<file path="src/rtl/common_pkg.sv">
// Shared bus widths plus the Wishbone initiator's state type and default burst width.
package common_pkg;

    localparam int WB_ADDR_WIDTH = 10;
    localparam int DATA_WIDTH    = 8;

    localparam int WB_INITIATOR_BURST_WIDTH = 8;

    typedef enum logic [1:0] {
        IDLE   = 2'd0,
        STROBE = 2'd1,
        GAP    = 2'd2
    } wb_initiator_state_t;

endpackage : common_pkg

</file>
<file path="src/rtl/wb_initiator.sv">
// Wishbone classic initiator: runs one single/burst read or write command as
// a sequence of STB/ACK transfers with a one-cycle STB-low gap between words.
// Every output is registered; wb_ack_i never reaches an output combinationally.
// Optional per-transfer ACK timeout: define WB_INITIATOR_TIMEOUT_EN.
module wb_initiator
    import common_pkg::*;
#(
    parameter int BURST_WIDTH    = WB_INITIATOR_BURST_WIDTH,
    parameter int TIMEOUT_CYCLES = 255
) (
    input  logic                     wb_clock_i,
    input  logic                     wb_reset_n_i,
    input  logic                     cmd_valid_i,
    output logic                     cmd_ready_o,
    input  logic                     cmd_we_i,
    input  logic [WB_ADDR_WIDTH-1:0] cmd_addr_i,
    input  logic [DATA_WIDTH-1:0]    cmd_data_i,
    input  logic [BURST_WIDTH-1:0]   cmd_count_i,
    output logic                     rsp_valid_o,
    output logic [DATA_WIDTH-1:0]    rsp_data_o,
    output logic                     done_o,
    output logic                     err_o,
    output logic [WB_ADDR_WIDTH-1:0] wb_addr_o,
    output logic [DATA_WIDTH-1:0]    wb_data_o,
    input  logic [DATA_WIDTH-1:0]    wb_data_i,
    output logic                     wb_we_o,
    output logic                     wb_cycle_o,
    output logic                     wb_strobe_o,
    input  logic                     wb_ack_i
);

    // One extra bit so a zero count can hold the full 2**BURST_WIDTH words.
    localparam int REM_W = BURST_WIDTH + 1;

    wb_initiator_state_t      state_q, state_d;
    logic [WB_ADDR_WIDTH-1:0] addr_q, addr_d;
    logic [DATA_WIDTH-1:0]    wdata_q, wdata_d;
    logic                     we_q, we_d;
    logic [REM_W-1:0]         remaining_q, remaining_d;
    logic                     cmd_ready_q, cmd_ready_d;
    logic                     rsp_valid_q, rsp_valid_d;
    logic [DATA_WIDTH-1:0]    rsp_data_q, rsp_data_d;
    logic                     done_q, done_d;
    logic                     err_q, err_d;
    logic                     cyc_q, cyc_d;
    logic                     stb_q, stb_d;
    logic                     tmo_hit;

`ifdef WB_INITIATOR_TIMEOUT_EN
    localparam int TMO_W = $clog2(TIMEOUT_CYCLES + 1);

    logic [TMO_W-1:0] tmo_q, tmo_d;

    // Count stalled STROBE cycles; any other cycle (including ack) restarts the count.
    always_comb begin
        tmo_d = '0;
        if (state_q == STROBE && !wb_ack_i) begin
            tmo_d = tmo_q + TMO_W'(1);
        end
    end

    // Timeout counter register.
    always_ff @(posedge wb_clock_i or negedge wb_reset_n_i) begin
        if (!wb_reset_n_i) begin
            tmo_q <= '0;
        end else begin
            tmo_q <= tmo_d;
        end
    end

    // Abort on the edge that would complete the TIMEOUT_CYCLES-th stalled STROBE cycle.
    assign tmo_hit = (state_q == STROBE) && !wb_ack_i &&
                     (tmo_q == TMO_W'(TIMEOUT_CYCLES - 1));
`else
    // Without the timeout the initiator waits for ack forever.
    logic unused_timeout;
    assign unused_timeout = (TIMEOUT_CYCLES != 0);
    assign tmo_hit        = 1'b0;
`endif

    // Next-state and next-output logic for the command/transfer sequencer.
    always_comb begin
        state_d     = state_q;
        addr_d      = addr_q;
        wdata_d     = wdata_q;
        we_d        = we_q;
        remaining_d = remaining_q;
        cmd_ready_d = cmd_ready_q;
        rsp_valid_d = 1'b0;
        rsp_data_d  = rsp_data_q;
        done_d      = 1'b0;
        err_d       = err_q;
        cyc_d       = cyc_q;
        stb_d       = stb_q;

        case (state_q)
            IDLE: begin
                // Ready rises one cycle after done_o because we arrive here with it low.
                cmd_ready_d = 1'b1;
                if (cmd_valid_i && cmd_ready_q) begin
                    addr_d      = cmd_addr_i;
                    wdata_d     = cmd_data_i;
                    we_d        = cmd_we_i;
                    remaining_d = (cmd_count_i == '0) ? {1'b1, {BURST_WIDTH{1'b0}}}
                                                      : {1'b0, cmd_count_i};
                    cmd_ready_d = 1'b0;
                    err_d       = 1'b0;
                    cyc_d       = 1'b1;
                    stb_d       = 1'b1;
                    state_d     = STROBE;
                end
            end

            STROBE: begin
                if (wb_ack_i) begin
                    if (!we_q) begin
                        rsp_data_d = wb_data_i;
                    end
                    rsp_valid_d = 1'b1;
                    remaining_d = remaining_q - REM_W'(1);
                    addr_d      = addr_q + WB_ADDR_WIDTH'(1);
                    stb_d       = 1'b0;
                    if (remaining_q == REM_W'(1)) begin
                        cyc_d   = 1'b0;
                        done_d  = 1'b1;
                        state_d = IDLE;
                    end else begin
                        state_d = GAP;
                    end
                end else if (tmo_hit) begin
                    cyc_d   = 1'b0;
                    stb_d   = 1'b0;
                    done_d  = 1'b1;
                    err_d   = 1'b1;
                    state_d = IDLE;
                end
            end

            GAP: begin
                // CYC stays high through the gap; STB returns with the next address.
                stb_d   = 1'b1;
                state_d = STROBE;
            end

            default: begin
                cyc_d   = 1'b0;
                stb_d   = 1'b0;
                state_d = IDLE;
            end
        endcase
    end

    // FSM state and all registered outputs; reset releases the bus immediately.
    always_ff @(posedge wb_clock_i or negedge wb_reset_n_i) begin
        if (!wb_reset_n_i) begin
            state_q     <= IDLE;
            addr_q      <= '0;
            wdata_q     <= '0;
            we_q        <= 1'b0;
            remaining_q <= '0;
            cmd_ready_q <= 1'b1;
            rsp_valid_q <= 1'b0;
            rsp_data_q  <= '0;
            done_q      <= 1'b0;
            err_q       <= 1'b0;
            cyc_q       <= 1'b0;
            stb_q       <= 1'b0;
        end else begin
            state_q     <= state_d;
            addr_q      <= addr_d;
            wdata_q     <= wdata_d;
            we_q        <= we_d;
            remaining_q <= remaining_d;
            cmd_ready_q <= cmd_ready_d;
            rsp_valid_q <= rsp_valid_d;
            rsp_data_q  <= rsp_data_d;
            done_q      <= done_d;
            err_q       <= err_d;
            cyc_q       <= cyc_d;
            stb_q       <= stb_d;
        end
    end

    assign cmd_ready_o = cmd_ready_q;
    assign rsp_valid_o = rsp_valid_q;
    assign rsp_data_o  = rsp_data_q;
    assign done_o      = done_q;
    assign err_o       = err_q;
    assign wb_addr_o   = addr_q;
    assign wb_data_o   = wdata_q;
    assign wb_we_o     = we_q;
    assign wb_cycle_o  = cyc_q;
    assign wb_strobe_o = stb_q;

endmodule : wb_initiator

</file>
<file path="config.mk">
export PLATFORM = sky130hd
export DESIGN_NAME = wb_initiator
export DESIGN_NICKNAME = d
export VERILOG_FILES = /design/src/rtl/common_pkg.sv /design/src/rtl/wb_initiator.sv
export SDC_FILE = /design/constraint.sdc
export NUM_CORES = 1
export LEC_CHECK = 0
export ABC_CLOCK_PERIOD_IN_PS = 4300
export CAP_MARGIN = 20
export CELL_PAD_IN_SITES_DETAIL_PLACEMENT = 1
export CELL_PAD_IN_SITES_GLOBAL_PLACEMENT = 1
export CORE_AREA = 2 2 79 81
export CTS_CLUSTER_DIAMETER = 40
export CTS_CLUSTER_SIZE = 25
export DETAILED_ROUTE_END_ITERATION = 6
export DIE_AREA = 0 0 81 83
export PLACE_DENSITY_LB_ADDON = 0.1
export SYNTH_ARGS = -nofsm -noshare
export SYNTH_HDL_FRONTEND = slang
export SYNTH_SLANG_ARGS = --single-unit
export TNS_END_PERCENT = 20
</file>
<file path="constraint.sdc">
create_clock -name wb_clock_i -period 4.3 [get_ports wb_clock_i]
set_clock_uncertainty 0.05 [all_clocks]
set_input_delay 0.43 -clock wb_clock_i [delete_from_list [all_inputs] [get_ports wb_clock_i]]
set_output_delay 0.43 -clock wb_clock_i [all_outputs]
set_load 0.005 [all_outputs]
</file>
==> out/summary.txt, run 1 <==
Clk_lat worst skew - 0.29 ns
Critical path required time - 4.41 ns
Post-synth top area cell - dfrtp_1
Layout cells sized above 1 - 13.4%
TritonCTS clock tree - yes
Crit path buffers/inverters - 0
Syn nets - 240
Post-route ant nets - 0
Die Y - 83 microns
WL final - 5540 microns
Fin nets - 310
Tcrit/Tclk final - 46.3%
Crit path cell chain - or4_4, or3_4, nor3b_2, a31oi_1
Htree depth - 2
Clock sink total - 42
Buffer depth of the longest clock path - 2
# IOs - 72
Seq. cell area - 1050 sq um
Num CTS Buffers - 5
CP Capture Type - register
First-pass GRT wire length - 9120 microns
Vias - 1,793
Number of diodes - 0
Slowest stage delay, CP - 0.59 ns
Crit path kind - register to register
Share of the synthesized area in the top cell type - 50.2%
Final Max Slew Viols - 0
Fill count - 665
VDD IR max - 0.000291 V
Mapped Area - 2050 sq um
Worst slew pin tran - 0.789 ns
Clock Pin Slew Worst Setup and Hold Paths - 0.08 ns
Syn Area/Cell - 10.3 sq um
RSZ-0062 raised after global routing - false
Die area - 6720 sq um
Hold WC Path Type - register to register
Status - finished, final reports clean
Async SR Flop Fraction - 100%
Yosys reg bits - 42
Crit path arrival time - 2.10 ns
GPL Wtd Cong - 0.769
Layout area overhead - 43.5%
Crit path max-delay cell type - or4_4
Post-Syn Instances - 198
Placed Area - 2800 sq um
Total GRT Usage - 17.4%
TritonRoute pass-1 iters - 4
Max Cap Viol - 0
Die width - 81 microns
Fmax achieved - 0.502 GHz
Clock Tree Root - clkbuf_8
R2R Setup Slk - 2.31 ns
CP Max Fanout - 8
Worst Setup Start Kind - register
Via density - 5.21
Main synth FF type - dfrtp_1
Site Rows - 28
Post-CTS Setup Inserts - 0
Yosys Warn Count - 0
CP top delay family - simple AND/OR/NAND/NOR gates
Power Dens Cells - 689 nW/um^2
Yosys cell types - 45
Initial drt markers - 55
Endpoints failing setup - 0
Final setup TNS - 0 ns
Core Box Area - 5820 sq um
Hpwl dp - 3960 microns
Final core occ - 50.5%
Final instance area - 2940 sq um
Post-layout minimum cycle time - 1.99 ns
Register area share after synthesis - 51.4%
Largest net degree at the start of global routing - 43
Multi-input logic area - 928 sq um
Final Hold Vio Count - 0
Top cells by area in the synthesized netlist - dfrtp_1 50%, mux2_2 9.4%, o21ai_0 5.6%, a21oi_1 4.9%, nand2_1 2.8%
Antenna violations before repair - 0
Starting Density - 35.2%
Slew Limit Headroom - 47.4%
Final Power - 2020 uW
WL/cell - 16.1 microns
Post-synth EDFFs - 0
# port buffers - 70
Leak Pwr - 0.00116 uW
Number of global-route vias before repair - 1,944
DR DRC count - 0
Remaining global-route overflow - 0
## synthesized netlist by cell type, drive strengths merged (2+ instances only)
cell type,number
inv,4
nand2b,3
clkbuf,8
o21ai,23
nor4,4
a21oi,20
or3,3
or4,2
a31oi,2
o2bb2ai,4
and2,3
nor2,10
o22ai,4
a2bb2oi,3
nand2,15
dfrtp,41
nor3,2
nor3b,2
buf,3
nand4,2
mux2,17
nand3,4
a22oi,2
ha,3
## sequential cells by signal, indices dropped and copies added, names as in the netlist
| name | flops |
|---|---|
| remaining_q | 9 |
| wb_cycle_o | 1 |
| wb_we_o | 1 |
| wb_strobe_o | 1 |
| cmd_ready_o | 1 |
| wb_data_o | 8 |
| state_q | 1 |
| wb_addr_o | 10 |
| done_o | 1 |
| rsp_data_o | 8 |
| rsp_valid_o | 1 |
## through the flow
step           instances  hold slack, ns  setup WS, ns
2_1_floorplan        198          0.0844          2.45
3_3_place_gp         334           0.439          2.29
3_5_place_dp         334           0.447          2.24
4_1_cts              342           0.276          2.28
5_1_grt              344           0.481          2.14
6_report             344           0.459          2.31
## kinds of logic after synthesis
kind of cell	share of synthesized area, %
AOI/OAI and AO/OA	19.1
DFF	51.4
adders and majority gates	1.84
other	0.183
buffers and inverters	3.30
and+or+nand+nor	14.7
muxes	9.36
## final timing paths
check,endpoint,start,cells after the start
min in group asynchronous,remaining_q[6]$_DFFE_PN0P_,wb_reset_n_i,2
worst min-delay path,wb_data_o[0]$_DFFE_PN0P_,wb_data_o[0]$_DFFE_PN0P_,1
worst min register to register,wb_data_o[0]$_DFFE_PN0P_,wb_data_o[0]$_DFFE_PN0P_,1
max in group asynchronous,cmd_ready_o$_DFFE_PN1P_,wb_reset_n_i,3
worst max register to register,wb_cycle_o$_DFFE_PN0P_,remaining_q[3]$_DFFE_PN0P_,4
worst max-delay path,wb_cycle_o$_DFFE_PN0P_,remaining_q[3]$_DFFE_PN0P_,4
## timing repair
item,CTS,global route
hold buffers,0,1
gates resized for setup,0,0
hold endpoints to repair,0,10
setup endpoints to repair,0,0
## where the power goes
part           total, uW  leakage (uW)  internal (uW)  switching [uW]
logic                960      0.000609            536             423
registers            758      0.000498            585             173
clock network        306     0.0000524            174             132
## placed cells by master, fill, tap and decap left out, types with 2 or more instances in the layout
cell,count
o22ai_1,4
ha_1,3
clkbuf_8,5
nor3_1,2
a21oi_1,20
a2bb2oi_1,3
buf_4,2
a31oi_1,2
a22oi_1,2
o21ai_0,23
clkdlybuf4s50_1,69
nand3_1,4
o2bb2ai_1,4
dfrtp_1,41
clkbuf_1,2
nor2_1,9
inv_1,4
mux2_2,17
nand2b_1,3
or3_1,2
and2_1,2
nand2_1,15
nand4_1,2
nor4_1,4
## metal layers
| layer | wire, microns | global-route usage, % |
|---|---|---|
| met3 | 442 | 7.07 |
| met2 | 2680 | 28.9 |
| met4 | 43 | 4.16 |
| met5 | 0 | 0 |
| met1 | 2370 | 20.9 |
## final cells by class
class                      instances  area share, %
multi-input combinational        141           31.6
timing repair buffer              74           25.2
clock inverter                     1           1.02
clock buffer                       7           2.60
sequential                        42           35.8
tap                               75           3.20
inverter                           4          0.511
No activity file was read; power rests on OpenSTA's default activity.
==> inputs of run 2 (changes only) <==
--- a/config.mk
+++ b/config.mk
@@ -5,15 +5,15 @@
 export SDC_FILE = /design/constraint.sdc
 export NUM_CORES = 1
 export LEC_CHECK = 0
-export ABC_CLOCK_PERIOD_IN_PS = 4300
+export ABC_CLOCK_PERIOD_IN_PS = 1750
 export CAP_MARGIN = 20
 export CELL_PAD_IN_SITES_DETAIL_PLACEMENT = 1
 export CELL_PAD_IN_SITES_GLOBAL_PLACEMENT = 1
-export CORE_AREA = 2 2 79 81
+export CORE_AREA = 2 2 86 88
 export CTS_CLUSTER_DIAMETER = 40
 export CTS_CLUSTER_SIZE = 25
 export DETAILED_ROUTE_END_ITERATION = 6
-export DIE_AREA = 0 0 81 83
+export DIE_AREA = 0 0 88 90
 export PLACE_DENSITY_LB_ADDON = 0.1
 export SYNTH_ARGS = -nofsm -noshare
 export SYNTH_HDL_FRONTEND = slang
==> constraint.sdc (replaced) <==
create_clock -name wb_clock_i -period 1.75 [get_ports wb_clock_i]
set_clock_uncertainty 0.05 [all_clocks]
set_input_delay 0.175 -clock wb_clock_i [delete_from_list [all_inputs] [get_ports wb_clock_i]]
set_output_delay 0.175 -clock wb_clock_i [all_outputs]
set_load 0.005 [all_outputs]
==> out/summary.txt, run 2 (same netlist as run 1, synthesis figures left out) <==
Status - finished, violations left
Violated checks - setup timing
Buffer depth of the longest clock path - 2 (unchanged)
Clk_lat worst skew - 0.29 ns (about the same)
Max reg flops - 10 (unchanged)
Largest net degree at the start of global routing - 26 (-40%)
Die area - 7920 sq um (+18%)
TritonRoute pass-1 iters - 4 (unchanged)
Core Box Area - 7020 sq um (+21%)
Final Power - 5520 uW (+170%)
VDD IR max - 0.000650 V (+120%)
Number of global-route vias before repair - 1,980 (+1.9%)
Htree depth - 2 (unchanged)
Hpwl dp - 4170 microns (+5.3%)
Critical path required time - 1.87 ns (-2.54 ns)
CP Max Fanout - 3 (-5)
Crit path cell chain - or4_4, or3_4, nor3b_4, a31oi_1
Slowest stage delay, CP - 0.55 ns (-0.04 ns)
Multi-input logic area - 942 sq um (+1.5%)
GPL Wtd Cong - 0.754 (-1.9%)
Clock Tree Root - clkbuf_8
Layout area overhead - 55.5%
Tcrit/Tclk final - 103% (+57 points)
Max Cap Viol - 0 (unchanged)
Total GRT Usage - 15.6% (-1.9 points)
Power Dens Cells - 1740 nW/um^2 (+150%)
Pre-CTS WS - -0.147 ns (-2.39 ns)
Post-route ant nets - 0 (unchanged)
Antenna violations before repair - 0 (unchanged)
Most common cell after layout, fill and taps aside - clkdlybuf4s50_1
Layout cells sized above 1 - 21.2% (+7.8 points)
Crit path max-delay cell type - or4_4
Crit path arrival time - 1.93 ns (-0.17 ns)
WL final - 5730 microns (+3.4%)
Initial drt markers - 37 (-33%)
Most frequent cells in the layout - 69 x clkdlybuf4s50_1, 39 x dfrtp_1, 23 x o21ai_0, 20 x a21oi_1, 19 x buf_4
Clock Pin Slew Worst Setup and Hold Paths - 0.08 ns (about the same)
# port buffers - 70 (unchanged)
Fill count - 759 (+14%)
Fin nets - 329 (+6.1%)
Final Hold Vio Count - 0 (unchanged)
Clock sink total - 42 (unchanged)
Via density - 4.91 (-5.8%)
Remaining global-route overflow - 0 (unchanged)
Final worst slack - -0.0545 ns (-2.36 ns)
WL/cell - 14.8 microns (-8.1%)
Worst Setup Start Kind - register
Leak Pwr - 0.00128 uW (+10%)
Starting Density - 29.1% (-6.0 points)
Num CTS Buffers - 5 (unchanged)
First-pass GRT wire length - 9690 microns (+6.2%)
Hold WC Path Type - input port to async pin
Die width - 88 microns (+8.6%)
Endpoints failing setup - 4 (+4)
TritonCTS clock tree - yes
Die Y - 90 microns (+8.4%)
Seq. cell area - 1050 sq um (+0.24%)
Vias - 1,900 (+6.0%)
Post-layout minimum cycle time - 1.80 ns (-0.187 ns)
Fmax achieved - 0.554 GHz (+10%)
Number of diodes - 0 (unchanged)
# IOs - 72 (unchanged)
Final Max Slew Viols - 0 (unchanged)
Site Rows - 31 (+11%)
Crit path kind - register to register
CP Capture Type - register
RSZ-0062 raised after global routing - true
DR DRC count - 0 (unchanged)
## run 2: path summary, 6_finish.rpt
kind / endpoint / depth (start not counted) / slack [ns] / startpoint
worst max-delay path: wb_cycle_o$_DFFE_PN0P_ / 4 / -0.05 / remaining_q[3]$_DFFE_PN0P_
worst min-delay path: done_o$_DFF_PN0_ / 2 / 0.32 / wb_reset_n_i
worst max register to register: wb_cycle_o$_DFFE_PN0P_ / 4 / -0.05 / remaining_q[3]$_DFFE_PN0P_
worst min register to register: wb_data_o[5]$_DFFE_PN0P_ / 1 / 0.46 / wb_data_o[5]$_DFFE_PN0P_
max in group asynchronous: wb_addr_o[3]$_DFFE_PN0P_ / 3 / 0.83 / wb_reset_n_i
min in group wb_clock_i: wb_addr_o[1]$_DFFE_PN0P_ / 3 / 0.39 / cmd_addr_i[1]
## run 2: power breakdown
part / leakage [uW] / switching, uW / internal [uW]
Combinational: 0.000713 / 1190 / 1600
Clock: 0.0000683 / 362 / 572
Sequential: 0.000496 / 357 / 1440
## run 2: repair_timing
action	CTS	global route
setup buffers	1	0
endpoints found under the hold margin	16	0
hold buffers	1	0
gates resized for setup	1	4
endpoints found under the setup margin	4	6
pin swaps	5	1
## run 2: layout make-up
type,count,area share [%]
sequential,42,33.1
multi-input combinational,141,29.6
timing repair buffer,93,28.5
tap,99,3.89
clock buffer,5,2.16
clock inverter,3,2.16
inverter,4,0.472
## run 2: metal layers
metal  track usage [%]  part of all wire (%)
met1              20.6                    46
met2              24.4                    47
met3              4.96                   6.6
met4              4.23                  0.51
met5                 0                     0
## run 2: stage by stage
| step | utilization [%] | instance area (sq um) | hold slack [ns] | instances | TNS, ns |
|---|---|---|---|---|---|
| 2_1_floorplan | - | 2050 | -0.171 | 198 | -0.0672 |
| 4_1_cts | 45.2 | 3170 | 0.323 | 387 | -0.213 |
| 3_3_place_gp | 42.9 | 3010 | 0.106 | 377 | -0.206 |
| 5_1_grt | 45.3 | 3180 | 0.345 | 387 | -0.427 |
| 6_report | 45.3 | 3180 | 0.321 | 387 | -0.157 |
| 3_5_place_dp | 42.9 | 3010 | 0.108 | 377 | -0.427 |
## run 2: critical path: cells and delay by family (launching register included)
kind	cells	cell delay (ns)
simple gates	3	1.15
compound gates	1	0.10
flops	1	0.38
